## config.mk

```make
export PLATFORM = sky130hd
export DESIGN_NAME = uart_tx_arbiter
export DESIGN_NICKNAME = d
export VERILOG_FILES = /design/src/rtl/uart_tx_arbiter_pkg.sv /design/src/rtl/uart_tx_arbiter_rr_priority_sel.sv /design/src/rtl/uart_tx_arbiter.sv
export SDC_FILE = /design/constraint.sdc
export NUM_CORES = 1
export LEC_CHECK = 0
export ABC_AREA = 1
export CAP_MARGIN = 20
export CELL_PAD_IN_SITES_DETAIL_PLACEMENT = 1
export CELL_PAD_IN_SITES_GLOBAL_PLACEMENT = 1
export CORE_MARGIN = 4
export CORE_UTILIZATION = 33
export DETAILED_ROUTE_END_ITERATION = 10
export PLACE_DENSITY_LB_ADDON = 0.1
export REMOVE_ABC_BUFFERS = 1
export SYNTH_ARGS = -nofsm -noshare
export SYNTH_HDL_FRONTEND = slang
export SYNTH_HIERARCHICAL = 1
export SYNTH_SLANG_ARGS = --single-unit
```

## constraint.sdc

```tcl
create_clock -name clk -period 2 [get_ports clk]
set_input_delay 0.2 -clock clk [delete_from_list [all_inputs] [get_ports clk]]
set_output_delay 0.2 -clock clk [all_outputs]
set_load 0.005 [all_outputs]
```

## src/rtl/uart_tx_arbiter_pkg.sv

```systemverilog
// Shared types for the UART transmit arbiter: byte type, FSM state, id width helper.
package Definitions_Package;

  typedef logic [7:0] word_lenght_t;

  typedef enum logic [1:0] {
    IDLE = 2'd0,
    LOAD = 2'd1,
    WAIT = 2'd2,
    GAP  = 2'd3
  } arb_state_t;

  // Index width for a requester count; a single requester still needs one bit.
  function automatic int id_width(input int n);
    return (n > 1) ? $clog2(n) : 1;
  endfunction

endpackage

```

## src/rtl/uart_tx_arbiter_rr_priority_sel.sv

```systemverilog
// Round-robin pick: first set request found searching upward from last_grant+1, wrapping.
module rr_priority_sel
  import Definitions_Package::*;
#(
  parameter int NUM_REQ = 4
) (
  input  logic [NUM_REQ-1:0]            req,
  input  logic [id_width(NUM_REQ)-1:0]  last_grant,
  output logic [id_width(NUM_REQ)-1:0]  winner,
  output logic                          found
);

  localparam int IDW = id_width(NUM_REQ);

  // Walk offsets 1..NUM_REQ so the previous owner is the last one considered.
  always_comb begin
    int               idx;
    logic [IDW-1:0]   sel;
    winner = '0;
    found  = 1'b0;
    idx    = 0;
    sel    = '0;
    for (int i = 1; i <= NUM_REQ; i++) begin
      idx = (int'(last_grant) + i) % NUM_REQ;
      sel = IDW'(idx);
      if (!found && req[sel]) begin
        found  = 1'b1;
        winner = sel;
      end
    end
  end

endmodule

```

## src/rtl/uart_tx_arbiter.sv

```systemverilog
// Shares one UART transmitter among NUM_REQ byte requesters. Round-robin grant,
// one-cycle load/ack, frame watchdog with sticky error, enforced idle gap.
module uart_tx_arbiter
  import Definitions_Package::*;
#(
  parameter int          NUM_REQ    = 4,
  parameter logic [15:0] TIMEOUT    = 16'd6000,
  parameter logic [7:0]  GAP_CYCLES = 8'd16
) (
  input  logic                              clk,
  input  logic                              rst,
  input  logic         [NUM_REQ-1:0]        req_valid,
  input  word_lenght_t [NUM_REQ-1:0]        req_data,
  output logic         [NUM_REQ-1:0]        req_ack,
  output word_lenght_t                      tx_data,
  output logic                              tx_load,
  input  logic                              tx_done,
  output logic         [id_width(NUM_REQ)-1:0] grant_id,
  output logic                              busy,
  input  logic                              err_clr,
  output logic                              timeout_err
);

  localparam int          IDW      = id_width(NUM_REQ);
  // Last timer value allowed to see tx_done; a zero setting degenerates to one cycle.
  localparam logic [15:0] TO_LAST  = (TIMEOUT == 16'd0) ? 16'd0 : TIMEOUT - 16'd1;
  localparam logic [7:0]  GAP_LAST = (GAP_CYCLES == 8'd0) ? 8'd0 : GAP_CYCLES - 8'd1;

  arb_state_t     state, state_nxt;
  logic [IDW-1:0] last_grant;
  logic [IDW-1:0] winner;
  logic           found;
  logic [15:0]    timer;
  logic [7:0]     gap_cnt;
  logic           timeout_hit;

  rr_priority_sel #(.NUM_REQ(NUM_REQ)) u_sel (
    .req        (req_valid),
    .last_grant (last_grant),
    .winner     (winner),
    .found      (found)
  );

  // tx_done on the final cycle still counts as a completed frame.
  assign timeout_hit = (state == WAIT) && !tx_done && (timer == TO_LAST);

  // State register.
  always_ff @(posedge clk or negedge rst) begin
    if (!rst) state <= IDLE;
    else      state <= state_nxt;
  end

  // Next state and decoded strobes; load/ack exist only in LOAD.
  always_comb begin
    state_nxt = state;
    tx_load   = 1'b0;
    req_ack   = '0;
    busy      = (state != IDLE);
    case (state)
      IDLE: if (found) state_nxt = LOAD;
      LOAD: begin
        tx_load           = 1'b1;
        req_ack[grant_id] = 1'b1;
        state_nxt         = WAIT;
      end
      WAIT: if (tx_done || timeout_hit) state_nxt = GAP;
      GAP:  if (gap_cnt == GAP_LAST) state_nxt = IDLE;
      default: state_nxt = IDLE;
    endcase
  end

  // Grant capture, round-robin pointer, and saturating frame/gap counters.
  always_ff @(posedge clk or negedge rst) begin
    if (!rst) begin
      grant_id   <= '0;
      tx_data    <= '0;
      last_grant <= IDW'(NUM_REQ - 1);
      timer      <= '0;
      gap_cnt    <= '0;
    end else begin
      if (state == IDLE && found) begin
        grant_id <= winner;
        tx_data  <= req_data[winner];
      end
      if (state == LOAD) begin
        last_grant <= grant_id;
        timer      <= '0;
      end else if (state == WAIT && timer != '1) begin
        timer <= timer + 16'd1;
      end
      if (state == WAIT)
        gap_cnt <= '0;
      else if (state == GAP && gap_cnt != '1)
        gap_cnt <= gap_cnt + 8'd1;
    end
  end

  // Sticky timeout flag; a new timeout beats a simultaneous clear.
  always_ff @(posedge clk or negedge rst) begin
    if (!rst)             timeout_err <= 1'b0;
    else if (timeout_hit) timeout_err <= 1'b1;
    else if (err_clr)     timeout_err <= 1'b0;
  end

endmodule

```

Yosys cells after proc, flatten, opt, wreduce, memory -nomap -nowiden
Index checks and enable logic that the tools add are counted.
{"block": "totals", "reg_bits": 39, "inputBits": 40, "wordCells": 82}
{"block": "classes", "add_sub_neg": 6, "order_cmp": 7, "eq_ne": 10, "mux": 32, "reduce_logical": 20}
{"op": "2-to-1 mux 16 bit", "count": 2}
{"op": "2-to-1 mux 8 bit", "count": 3}
{"op": "less-than comparator 2 x 3 -> 1 bit, second input constant", "count": 6}
{"op": "adder 16 x 1 -> 16 bit, second input constant", "count": 1}
{"op": "binary-select mux 8 bit (select 2 bit)", "count": 1}
{"op": "equality test 16 x 13 -> 1 bit, second input constant", "count": 1}
{"op": "!= test 16 bit, second input constant", "count": 1}
{"op": "2-to-1 mux 2 bit", "count": 7}
{"op": "2-to-1 mux 1 bit", "count": 12}
{"op": "logical AND 1 bit", "count": 9}
{"op": "adder 8 x 1 -> 8 bit, second input constant", "count": 1}
{"op": "binary-select mux 1 bit (select 2 bit)", "count": 4}
{"op": "equality test 8 x 4 -> 1 bit, second input constant", "count": 1}
{"op": "!= test 8 bit, second input constant", "count": 1}
{"op": "one-hot mux 2 bit (4 select lines)", "count": 1}
{"op": "nonzero test 2 bit", "count": 4}
{"op": "adder 2 x 1 -> 2 bit, second input constant", "count": 2}
{"op": "adder 2 bit, second input constant", "count": 2}
{"op": "equality test 2 bit, second input constant", "count": 2}
{"op": "zero test 1 bit", "count": 4}
{"op": "2-to-1 mux 4 bit", "count": 1}
{"op": "!= test 2 bit, second input constant", "count": 2}
{"op": "AND reduction 3 bit", "count": 1}
{"op": "demux 1 bit (select 2 bit)", "count": 1}
{"op": "5 further kinds", "count": 5}

Depth between registers and ports, before layout
Gate-level depths: netlist of the first run.
{"block": "logic_depth", "word_depth": 15, "mapped_depth": 14, "ltp_nobuf": 12}

Modules after synthesis
The synthesis of the first run kept the hierarchy.
{"module": "uart_tx_arbiter", "n_inst": 1, "cells_each": 349, "area_each_um2": 2427.3}
{"module": "rr_priority_sel", "n_inst": 1, "cells_each": 52, "area_each_um2": 271.5}

Worst setup path after synthesis of the first run
No wires, ideal clock.
{"block": "synth_timing", "path_kind": "register to register", "start": "register last_grant[0]", "end": "register tx_data[7]", "arrival_ns": 2.009, "t_required_ns": 1.918, "path_slack_ns": -0.091, "path_stages_with_launch": 15, "cell_sequence": "dfstp_2 > inv_1 > nand2_1 > nand2_1 > nand2_1 > nand2_4 > nor2_8 > nand3_1 > nand3_1 > clkbuf_1 > buf_2 > nor2_1 > nor2_1 > o21ai_0 > a31oi_1"}
{"block": "synth_via", "elab_chain_len": 15, "word_cells_on_any_way": 29}
{"element": "start, declared", "line_no": "uart_tx_arbiter.sv:30", "text": "logic [IDW-1:0] last_grant;"}
{"element": "start signal, assigned", "line_no": "uart_tx_arbiter.sv:77", "text": "last_grant <= IDW'(NUM_REQ - 1);"}
{"element": "start signal, assigned", "line_no": "uart_tx_arbiter.sv:86", "text": "last_grant <= grant_id;"}
{"element": "adder 2 x 1 -> 2 bit", "line_no": "uart_tx_arbiter_rr_priority_sel.sv:24", "text": "idx = (int'(last_grant) + i) % NUM_REQ;"}
{"element": "binary-select mux 1 bit (select 2 bit)", "line_no": "uart_tx_arbiter_rr_priority_sel.sv:26", "text": "if (!found && req[sel]) begin"}
{"element": "2-to-1 mux 1 bit (implied by the code)", "line_no": "uart_tx_arbiter_rr_priority_sel.sv:26"}
{"element": "2-to-1 mux 1 bit", "line_no": "uart_tx_arbiter_rr_priority_sel.sv:26"}
{"element": "zero test 1 bit", "line_no": "uart_tx_arbiter_rr_priority_sel.sv:26"}
{"element": "logical AND 1 bit", "line_no": "uart_tx_arbiter_rr_priority_sel.sv:26"}
{"element": "2-to-1 mux 1 bit", "line_no": "uart_tx_arbiter_rr_priority_sel.sv:26"}
{"element": "zero test 1 bit", "line_no": "uart_tx_arbiter_rr_priority_sel.sv:26"}
{"element": "logical AND 1 bit", "line_no": "uart_tx_arbiter_rr_priority_sel.sv:26"}
{"element": "2-to-1 mux 1 bit", "line_no": "uart_tx_arbiter_rr_priority_sel.sv:26"}
{"element": "zero test 1 bit", "line_no": "uart_tx_arbiter_rr_priority_sel.sv:26"}
{"element": "logical AND 1 bit", "line_no": "uart_tx_arbiter_rr_priority_sel.sv:26"}
{"element": "2-to-1 mux 2 bit (*)", "line_no": "uart_tx_arbiter_rr_priority_sel.sv:26"}
{"element": "named net winner[0]", "line_no": "uart_tx_arbiter.sv:31", "text": "logic [IDW-1:0] winner;"}
{"element": "binary-select mux 8 bit (select 2 bit) (*)", "line_no": "uart_tx_arbiter.sv:83", "text": "tx_data <= req_data[winner];"}
{"element": "2-to-1 mux 8 bit (implied by the code) (*)", "line_no": "uart_tx_arbiter.sv:83"}
{"element": "end signal, assigned", "line_no": "uart_tx_arbiter.sv:83"}
{"element": "end, declared", "line_no": "uart_tx_arbiter.sv:15", "text": "output word_lenght_t tx_data,"}
Mark *: on every way through the listed nets, which the timed path passes. The rest lies on a longest branch. The select of a mux whose other input is x is not followed.
A chain may end at the register's enable or synchronous reset.

Final worst setup path of the first run
{"block": "layout_timing", "start": "register last_grant[0]", "end": "register tx_data[4]"}
The elaborated chain is that of the path after synthesis.

==> flow_summary.yaml, run 1 <==
worst_setup_path:
  path_max_fanout: 17
  critPathKind: "flip-flop to flip-flop"
  crit_path_end_kind: "flip-flop"
  critical_path_arrival_ns: 2.31
  worstPathRequired_ns: 2.17
  start_kind: "flip-flop"
cells_and_area:
  drive_above_1_share: 0.154
  area_growth_pct: 40.2
  instances_no_fill: 583
  layout_commonest_cell: "nand2_1"
  antenna_cells: 0
  final_cell_mix: "113 x nand2_1, 67 x nor2_1, 55 x clkdlybuf4s50_1"
  fin_nets: 526
  fill_cells: 1002
grt:
  antenna_found_initial: 0
  overflow: 0
  grt_pass1_wl_um: 15300
  grt_usage: 0.190
  grt_pass1_vias: 3227
  grt_start_max_net_pins: 19
die:
  io_pins: 57
  chipHeight_um: 98.4
  placementRows: 32
  die_area_sq_um: 9690
  die_w_um: 98.4
  core_region_area_sq_um: 7850
  initial_core_util: 0.344
routing:
  first_iter_violations: 66
  antenna_left: 0
  vias_per_cell: 5.02
  wire_per_inst_um: 15.1
  vias: 2929
  dr.pass1.iters: 4
  route.final.wire_length_um: 8830
  drcViolationCount: 0
place:
  placed_cells: 570
  io_buffers: 56
  place_congestion: 0.820
  post-dp-hpwl_um: 6640
timing:
  rsz0062_at_grt: "yes"
  worst_pin_slew_ns: 0.443
  fin_ws_ns: -0.141
  hold_slack_ns: 0.369
  finClkSkew_ns: 0.00704
  min_period_over_period: 1.07
  setup_viol: 9
  max_freq_mhz: 467
  min_period_ns: 2.14
  finalHoldViolCount: 0
  maxSlewHeadroom: 0.705
  drv_slew: 0
clocking:
  tritoncts.num_buffers: 5
  ctsLongestPathBuffers: 2
  clock_tree.htree_level_count: 2
  numClockSinks: 39
  cts_tree: "yes"
  clkLatencyLatePin_ns: 0.30
  root_buffer: "clkbuf_8"
  path_clk_slew_ns: 0.08
job:
  drv_cap: 0
hold_path:
  hold_class: "primary input to asynchronous set/reset pin"
status:
  status: "complete, but fails checks"
  violations: "negative setup slack"
yosys:
  synth_flop_cell: "dfrtp_1"
  yosysTopAreaCellShare: 0.343
  synth_top_cell_by_area: "dfrtp_1"
  ys_seq_area_frac: 0.363
  async_flop_share: 1.00
  synth_cells: 401
  synth.distinct_cells: 28
  yosys_warnings: 6
  synth_edf_count: 0
  synth_area_sq_um: 2700
  synth-seq-cells: 39
  syn_area_per_cell_sq_um: 6.73
  yosys-top-cells-area: "dfrtp_1 34%, nand2_1 17%, nor2_1 10%"
pwr:
  peakVddDrop_mv: 0.613
  p_leak_nw: 1.76
  power_density_nw_per_um2: 1470
## sequential cells by signal, summed over array words and instances, names as in the netlist
register / flops
timer: 16
gap_cnt: 8
tx_data: 8
grant_id: 2
last_grant: 2
state: 2
timeout_err: 1
## logic make-up after synthesis
kind of cell / synth area share
fa+ha+maj: 0.0278
buf+inv: 0.0681
compound gates: 0.0779
flops: 0.363
simple gates: 0.444
xor+xnor: 0.0195
## through the flow
stage                     setup TNS, ns  total power, mW  setup slack (ns)   util  cell area, sq um
after detailed placement          -1.90             4.49            -0.245  0.449              3520
after floorplan                   -1.48             2.94            -0.181      -              2650
final                             -1.05             5.56            -0.141  0.482              3780
after global placement            -1.23             4.37            -0.145  0.449              3520
after global routing              -2.92             6.08            -0.345  0.482              3780
after CTS                         -1.02             5.56            -0.129  0.478              3750
## routing by layer
| metal | vias up | GRT usage | wire [um] |
|---|---|---|---|
| li1 | 1457 | - | - |
| met1 | 1420 | 0.236 | 3950 |
| met2 | 40 | 0.339 | 4480 |
| met3 | 12 | 0.0311 | 266 |
| met4 | 0 | 0.0557 | 127 |
| met5 | - | 0 | 0 |
## final cells by class
cell class | count | area, sq um | share of cell area
clock buffers | 6 | 72.6 | 0.0192
clock inverters | 2 | 60.1 | 0.0159
inverters | 36 | 148 | 0.0390
multi-input cells | 317 | 1610 | 0.425
flip-flops and latches | 39 | 978 | 0.259
well taps | 102 | 128 | 0.0337
repair buffers | 81 | 791 | 0.209
## cells in the mapped netlist (4+ instances only)
library cell / instances
ha_1: 6
nor3_1: 4
clkbuf_1: 4
nand2_1: 119
inv_2: 4
nand4_1: 23
nor2_1: 73
xor2_1: 5
nand2_2: 4
inv_1: 30
a21oi_1: 4
o21ai_0: 25
a31oi_1: 8
nand3_1: 31
dfrtp_1: 37
## worst paths after layout
path | cells past startpoint | endpoint | slack, ns | start
worst max-delay path | 12 | tx_data[4]$_DFFE_PN0P_ | -0.14 | last_grant[0]$_DFFE_PN1P_
worst min-delay path | 2 | timer[12]$_DFFE_PN0P_ | 0.37 | rst
worst max register to register | 12 | tx_data[4]$_DFFE_PN0P_ | -0.14 | last_grant[0]$_DFFE_PN1P_
worst min register to register | 2 | gap_cnt[1]$_DFFE_PN0P_ | 0.52 | gap_cnt[1]$_DFFE_PN0P_
max in group asynchronous | 3 | last_grant[0]$_DFFE_PN1P_ | 1.02 | rst
min in group clk | 2 | timeout_err$_DFFE_PN0P_ | 0.46 | err_clr
## critical path: stages (launching register included)
cell	delay [ns]
dfstp_2	0.60
clkinvlp_4	0.18
nand2_2	0.13
nand2_4	0.07
nand2_2	0.09
nand2_4	0.07
nor2_8	0.13
nand4_1	0.11
nand3_2	0.12
buf_12	0.17
inv_8	0.06
o21ai_0	0.18
a31oi_1	0.10
## report_power, final
| part | internal [mW] | switching (mW) |
|---|---|---|
| clock | 0.499 | 0.310 |
| sequential | 0.998 | 0.183 |
| combinational | 1.55 | 2.02 |
| total | 3.05 | 2.52 |
## repair_timing
item	CTS	global route
gates resized for setup	25	7
endpoints found under the setup margin	14	16
endpoints found under the hold margin	15	0
hold buffers	1	0
setup buffers	2	2
pin swaps	2	4
Note: power is estimated with default switching activity, not from simulation.
==> run 2: changes to the inputs <==
- SYNTH_HIERARCHICAL: 1 -> default
==> flow_summary.yaml, run 2 <==
routing:
  vias: 2798
  wire_per_inst_um: 14.1
  first_iter_violations: 76
  dr.pass1.iters: 4
  vias_per_cell: 4.82
  drcViolationCount: 0
  route.final.wire_length_um: 8160
  antenna_left: 0
place:
  io_buffers: 56
  placed_cell_area_sq_um: 3420
  post-dp-hpwl_um: 5850
  place_congestion: 0.801
  placed_cells: 554
grt:
  grt_pass1_vias: 2878
  met2_usage: 0.303
  grt_util_met1: 0.215
  antenna_found_initial: 0
  grt_pass1_wl_um: 13400
  grt_start_max_net_pins: 21
  grt_usage: 0.170
  use_met3: 0.0279
  grt_busiest_layer: "met2"
  overflow: 0
die:
  placementRows: 32
  die_w_um: 97.8
  initial_core_util: 0.343
  io_pins: 57
  chipHeight_um: 97.8
  core_region_area_sq_um: 7770
  die_area_sq_um: 9560
status:
  status: "complete, but fails checks"
  violations: "negative setup slack"
cells_and_area:
  drive_above_1_share: 0.201
  fin_util: 0.504
  reg.largest.list: "timer (16), gap_cnt (8), tx_data (8)"
  antenna_cells: 0
  top_register: "timer"
  instances_no_fill: 580
  final_cell_mix: "95 x nand2_1, 69 x inv_1, 53 x clkdlybuf4s50_1"
  final_area_sq_um: 3920
  fin_nets: 524
  layout_commonest_cell: "nand2_1"
  area_growth_pct: 47.2
  largest_reg_flops: 16
timing:
  drv_slew: 0
  max_freq_mhz: 484
  finalHoldViolCount: 0
  hold_slack_ns: 0.422
  min_period_ns: 2.07
  maxSlewHeadroom: 0.641
  min_period_over_period: 1.03
  finClkSkew_ns: 0.00367
  fin_ws_ns: -0.0682
  rsz0062_at_grt: "yes"
  worst_pin_slew_ns: 0.538
  setup_viol: 11
worst_setup_path:
  path_cells: "clkinvlp_4, nand2_2, nand2_4, nand2_4, nand2_4, o21ai_4, nand3_4, buf_12, nand2_4, nand2_1, nand3_1, nand2_1, nand2_1, nand2_1"
  r2r_cells: 14
  cp-startpoint: "last_grant[1]$_DFFE_PN1P_"
  critPathKind: "flip-flop to flip-flop"
  path_buf_inv: 2
  path_max_fanout: 6
  critPathMaxStageDelay_ns: 0.56
  cpMaxStageDelayCell: "dfstp_2"
  worstPathRequired_ns: 2.19
  ff2ff_setup_slack_ns: -0.07
  cpLargestDelayFamily: "simple AND/OR/NAND/NOR gates"
  start_kind: "flip-flop"
  critical_path_arrival_ns: 2.26
  reg2reg_to: "tx_data[6]$_DFFE_PN0P_"
  crit_path_end_kind: "flip-flop"
  r2r_start: "last_grant[1]$_DFFE_PN1P_"
pwr:
  p_sw_frac: 0.455
  power.switching_mw: 2.73
  power_frac_clock: 0.117
  power_density_nw_per_um2: 1530
  p_leak_nw: 1.90
  intPower_mw: 3.27
  peakVddDrop_mv: 0.721
  totalPowerFinal_mw: 6.00
  sequentialPowerShare: 0.199
  comb_power_share: 0.685
yosys:
  synth-seq-cells: 39
  synth_cells: 387
  yosysTopAreaCellShare: 0.348
  async_flop_share: 1.00
  ys_seq_area_frac: 0.368
  yosys_warnings: 0
  syn_area_per_cell_sq_um: 6.88
  synthMostInstantiatedCell: "nand2_1"
  synth_top_cell_by_area: "dfrtp_1"
  synth_edf_count: 0
  yosys-top-cells-area: "dfrtp_1 35%, nand2_1 14%, inv_1 10%"
  synth_area_sq_um: 2660
  synth_flop_cell: "dfrtp_1"
  synth.distinct_cells: 34
  synthTopCellsByCount: "101 x nand2_1, 71 x inv_1, 40 x nand3_1"
job:
  drv_cap: 0
clocking:
  clkLatencyLatePin_ns: 0.29
  root_buffer: "clkbuf_8"
  numClockSinks: 39
  ctsLongestPathBuffers: 2
  tritoncts.num_buffers: 5
  path_clk_slew_ns: 0.08
  clock_tree.htree_level_count: 2
  cts_tree: "yes"
hold_path:
  hold_class: "primary input to asynchronous set/reset pin"
[run 2: power groups by stage]
stage               Clock, mW  Sequential (mW)  Combinational [mW]
floorplan                   0             1.17                1.79
global placement            0             1.20                2.86
detailed placement          0             1.21                2.92
CTS                     0.717             1.19                3.69
global route            0.760             1.22                4.55
finish                  0.699             1.19                4.11
[run 2: logic make-up (layout without fill, tap and decap cells)]
group,after synthesis,in the layout,share of synthesized area
buf+inv,81,169,0.130
fa+ha+maj,7,7,0.0329
flops,39,39,0.368
xor+xnor,1,1,0.00329
compound gates,46,46,0.0959
simple gates,213,216,0.370
[run 2: layer usage]
metal	share of wire	up-vias
met5	0	-
met4	0.0098	0
met3	0.023	6
met2	0.51	36
met1	0.45	1360
li1	-	1396
[run 2: through the flow]
step	TNS, ns	setup WS [ns]
finish	-0.467	-0.0682
global placement	-0.755	-0.121
global route	-2.15	-0.218
detailed placement	-1.37	-0.167
floorplan	-0.0182	-0.00632
CTS	-0.216	-0.0457
[run 2: worst reg2reg max path, delay by kind of cell, from the launching register on]
family | cells | cell delay (ns)
DFF | 1 | 0.56
buffers and inverters | 2 | 0.34
AOI/OAI and AO/OA | 1 | 0.17
and+or+nand+nor | 11 | 0.89
[run 2: worst max-delay path by stage]
stage | endpoint | slack (ns) | cells past startpoint
2_1_floorplan | tx_data[4]$_DFFE_PN0P_ | -0.006 | 10
3_3_place_gp | tx_data[2]$_DFFE_PN0P_ | -0.12 | 11
3_5_place_dp | grant_id[1]$_DFFE_PN0P_ | -0.17 | 11
4_1_cts | tx_data[7]$_DFFE_PN0P_ | -0.05 | 12
5_1_grt | tx_data[3]$_DFFE_PN0P_ | -0.22 | 14
6_report | tx_data[6]$_DFFE_PN0P_ | -0.07 | 14
[run 2: layout make-up]
cell class | count | area (sq um)
fill | 981 | 3850
multi-input combinational | 270 | 1540
sequential | 39 | 980
timing repair buffer | 88 | 861
inverter | 73 | 288
tap | 102 | 128
clock buffer | 6 | 82.6
clock inverter | 2 | 35.0
[run 2: what timing repair did]
action	CTS	global route
buffers inserted	8	4
hold buffers	1	0
pin swaps	4	11
setup endpoints to repair	16	19
cloned	4	1
gates resized for setup	27	29
endpoints found under the hold margin	18	0
==> run 3: changes to the inputs <==
- SKIP_CTS_REPAIR_TIMING: default -> 1
==> flow_summary.yaml, run 3 (synthesized netlist as in run 2, its figures left out) <==
worst_setup_path:
  crit_path_end_kind: "flip-flop"
  critPathMaxStageDelay_ns: 0.56
  path_buf_inv: 1
  r2r_start: "last_grant[0]$_DFFE_PN1P_"
  ff2ff_setup_slack_ns: -0.06
  path_cells: "buf_12, nand2_1, nand3_1, nand2_2, nor2_4, nand3_2, nand3_2, nand2_8, or2_2, nand3_1, nand3_1"
  cpMaxStageDelayCell: "dfstp_2"
  cp-startpoint: "last_grant[0]$_DFFE_PN1P_"
  crit_end: "tx_data[2]$_DFFE_PN0P_"
  path_max_fanout: 23
  critical_path_arrival_ns: 2.24
  cpLargestDelayFamily: "simple AND/OR/NAND/NOR gates"
  worstSetupPathDepth: 11
  critPathKind: "flip-flop to flip-flop"
  start_kind: "flip-flop"
  crit_top_cell: "nand3_1"
  reg2reg_to: "tx_data[2]$_DFFE_PN0P_"
  r2r_cells: 11
  worstPathRequired_ns: 2.18
die:
  core_region_area_sq_um: 7770
  io_pins: 57
  placementRows: 32
  initial_core_util: 0.343
  chipHeight_um: 97.8
  die_area_sq_um: 9560
  die_w_um: 97.8
timing:
  finClkSkew_ns: 0.00338
  finalHoldViolCount: 0
  maxSlewHeadroom: 0.659
  min_period_over_period: 1.03
  min_period_ns: 2.06
  setup_viol: 6
  rsz0062_at_grt: "yes"
  max_freq_mhz: 486
  fin_ws_ns: -0.0562
  drv_slew: 0
  worst_pin_slew_ns: 0.511
clocking:
  cts_tree: "yes"
  clkLatencyLatePin_ns: 0.29
  numClockSinks: 39
  root_buffer: "clkbuf_8"
  clock_tree.htree_level_count: 2
  path_clk_slew_ns: 0.08
  tritoncts.num_buffers: 5
  ctsLongestPathBuffers: 2
grt:
  grt_pass1_vias: 2765
  grt_pass1_wl_um: 12400
  grt_start_max_net_pins: 24
  antenna_found_initial: 0
  overflow: 0
  grt_usage: 0.156
routing:
  top_layer: "met4"
  wl_met3_um: 203
  vias: 2682
  drcViolationCount: 0
  first_iter_violations: 68
  wire_per_inst_um: 13.0
  route.final.wire_length_um: 7360
  dr.pass1.iters: 4
  antenna_left: 0
  wl_met2_um: 3700
  drt-met1-wl_um: 3360
  vias_per_cell: 4.73
place:
  place_congestion: 0.801
  io_buffers: 56
  post-dp-hpwl_um: 5850
  placed_cell_area_sq_um: 3420
job:
  drv_cap: 0
cells_and_area:
  reg.largest.list: "timer (16), gap_cnt (8), tx_data (8)"
  fill_cells: 999
  layout_commonest_cell: "nand2_1"
  final_cell_mix: "99 x nand2_1, 70 x inv_1, 53 x clkdlybuf4s50_1"
  top_register: "timer"
  largest_reg_flops: 16
  fin_nets: 511
  area_growth_pct: 37.0
  drive_above_1_share: 0.144
  final_area_sq_um: 3640
  antenna_cells: 0
  fin_util: 0.469
pwr:
  peakVddDrop_mv: 0.665
  power_density_nw_per_um2: 1360
  p_leak_nw: 1.81
hold_path:
  hold_class: "primary input to asynchronous set/reset pin"
status:
  status: "complete, but fails checks"
  violations: "negative setup slack"
==> run 3: where the power goes <==
part | internal [mW] | switching, mW
combinational | 1.34 | 1.75
clock | 0.404 | 0.286
sequential | 1.01 | 0.173
==> run 3: final cells by class <==
cell class                      instances  area (sq um)  area share
Sequential cell                        39           978       0.268
Multi-Input combinational cell        267          1390       0.380
Tap cell                              102           128      0.0350
Clock inverter                          2          35.0     0.00961
Clock buffer                            6          82.6      0.0227
Inverter                               73           282      0.0772
Timing Repair Buffer                   78           754       0.207
==> run 3: worst min-delay path by stage <==
stage / start / to / slack (ns)
after detailed placement: rst / grant_id[0]$_DFFE_PN0P_ / 0.21
after global placement: rst / tx_data[6]$_DFFE_PN0P_ / 0.21
final: rst / grant_id[0]$_DFFE_PN0P_ / 0.41
after floorplan: rst / gap_cnt[0]$_DFFE_PN0P_ / -0.1
after CTS: rst / grant_id[0]$_DFFE_PN0P_ / -0.11
after global routing: rst / grant_id[0]$_DFFE_PN0P_ / 0.46
==> run 3: metal layers <==
layer,vias to the layer above,GRT usage
li1,1363,-
met1,1273,0.197
met2,40,0.271
met3,6,0.0293
met4,0,0.0426
met5,-,0
==> run 3: worst register-to-register path, stage by stage, from the launching register on <==
cell     delay (ns)
dfstp_2        0.56
buf_12         0.12
nand2_1        0.07
nand3_1        0.12
nand2_2        0.10
nor2_4         0.16
nand3_2        0.11
nand3_2        0.15
nand2_8        0.12
or2_2          0.30
nand3_1        0.07
nand3_1        0.07
==> run 3: stage by stage <==
step | instances | worst slack (ns) | total power [mW] | TNS (ns) | hold WS, ns
after floorplan | 379 | -0.00632 | 2.96 | -0.0182 | -0.0956
after CTS | 562 | -0.183 | 4.86 | -1.95 | -0.114
after global routing | 567 | -0.208 | 5.49 | -1.90 | 0.460
after detailed placement | 554 | -0.167 | 4.13 | -1.37 | 0.209
after global placement | 554 | -0.121 | 4.06 | -0.755 | 0.207
final | 567 | -0.0562 | 4.96 | -0.199 | 0.409
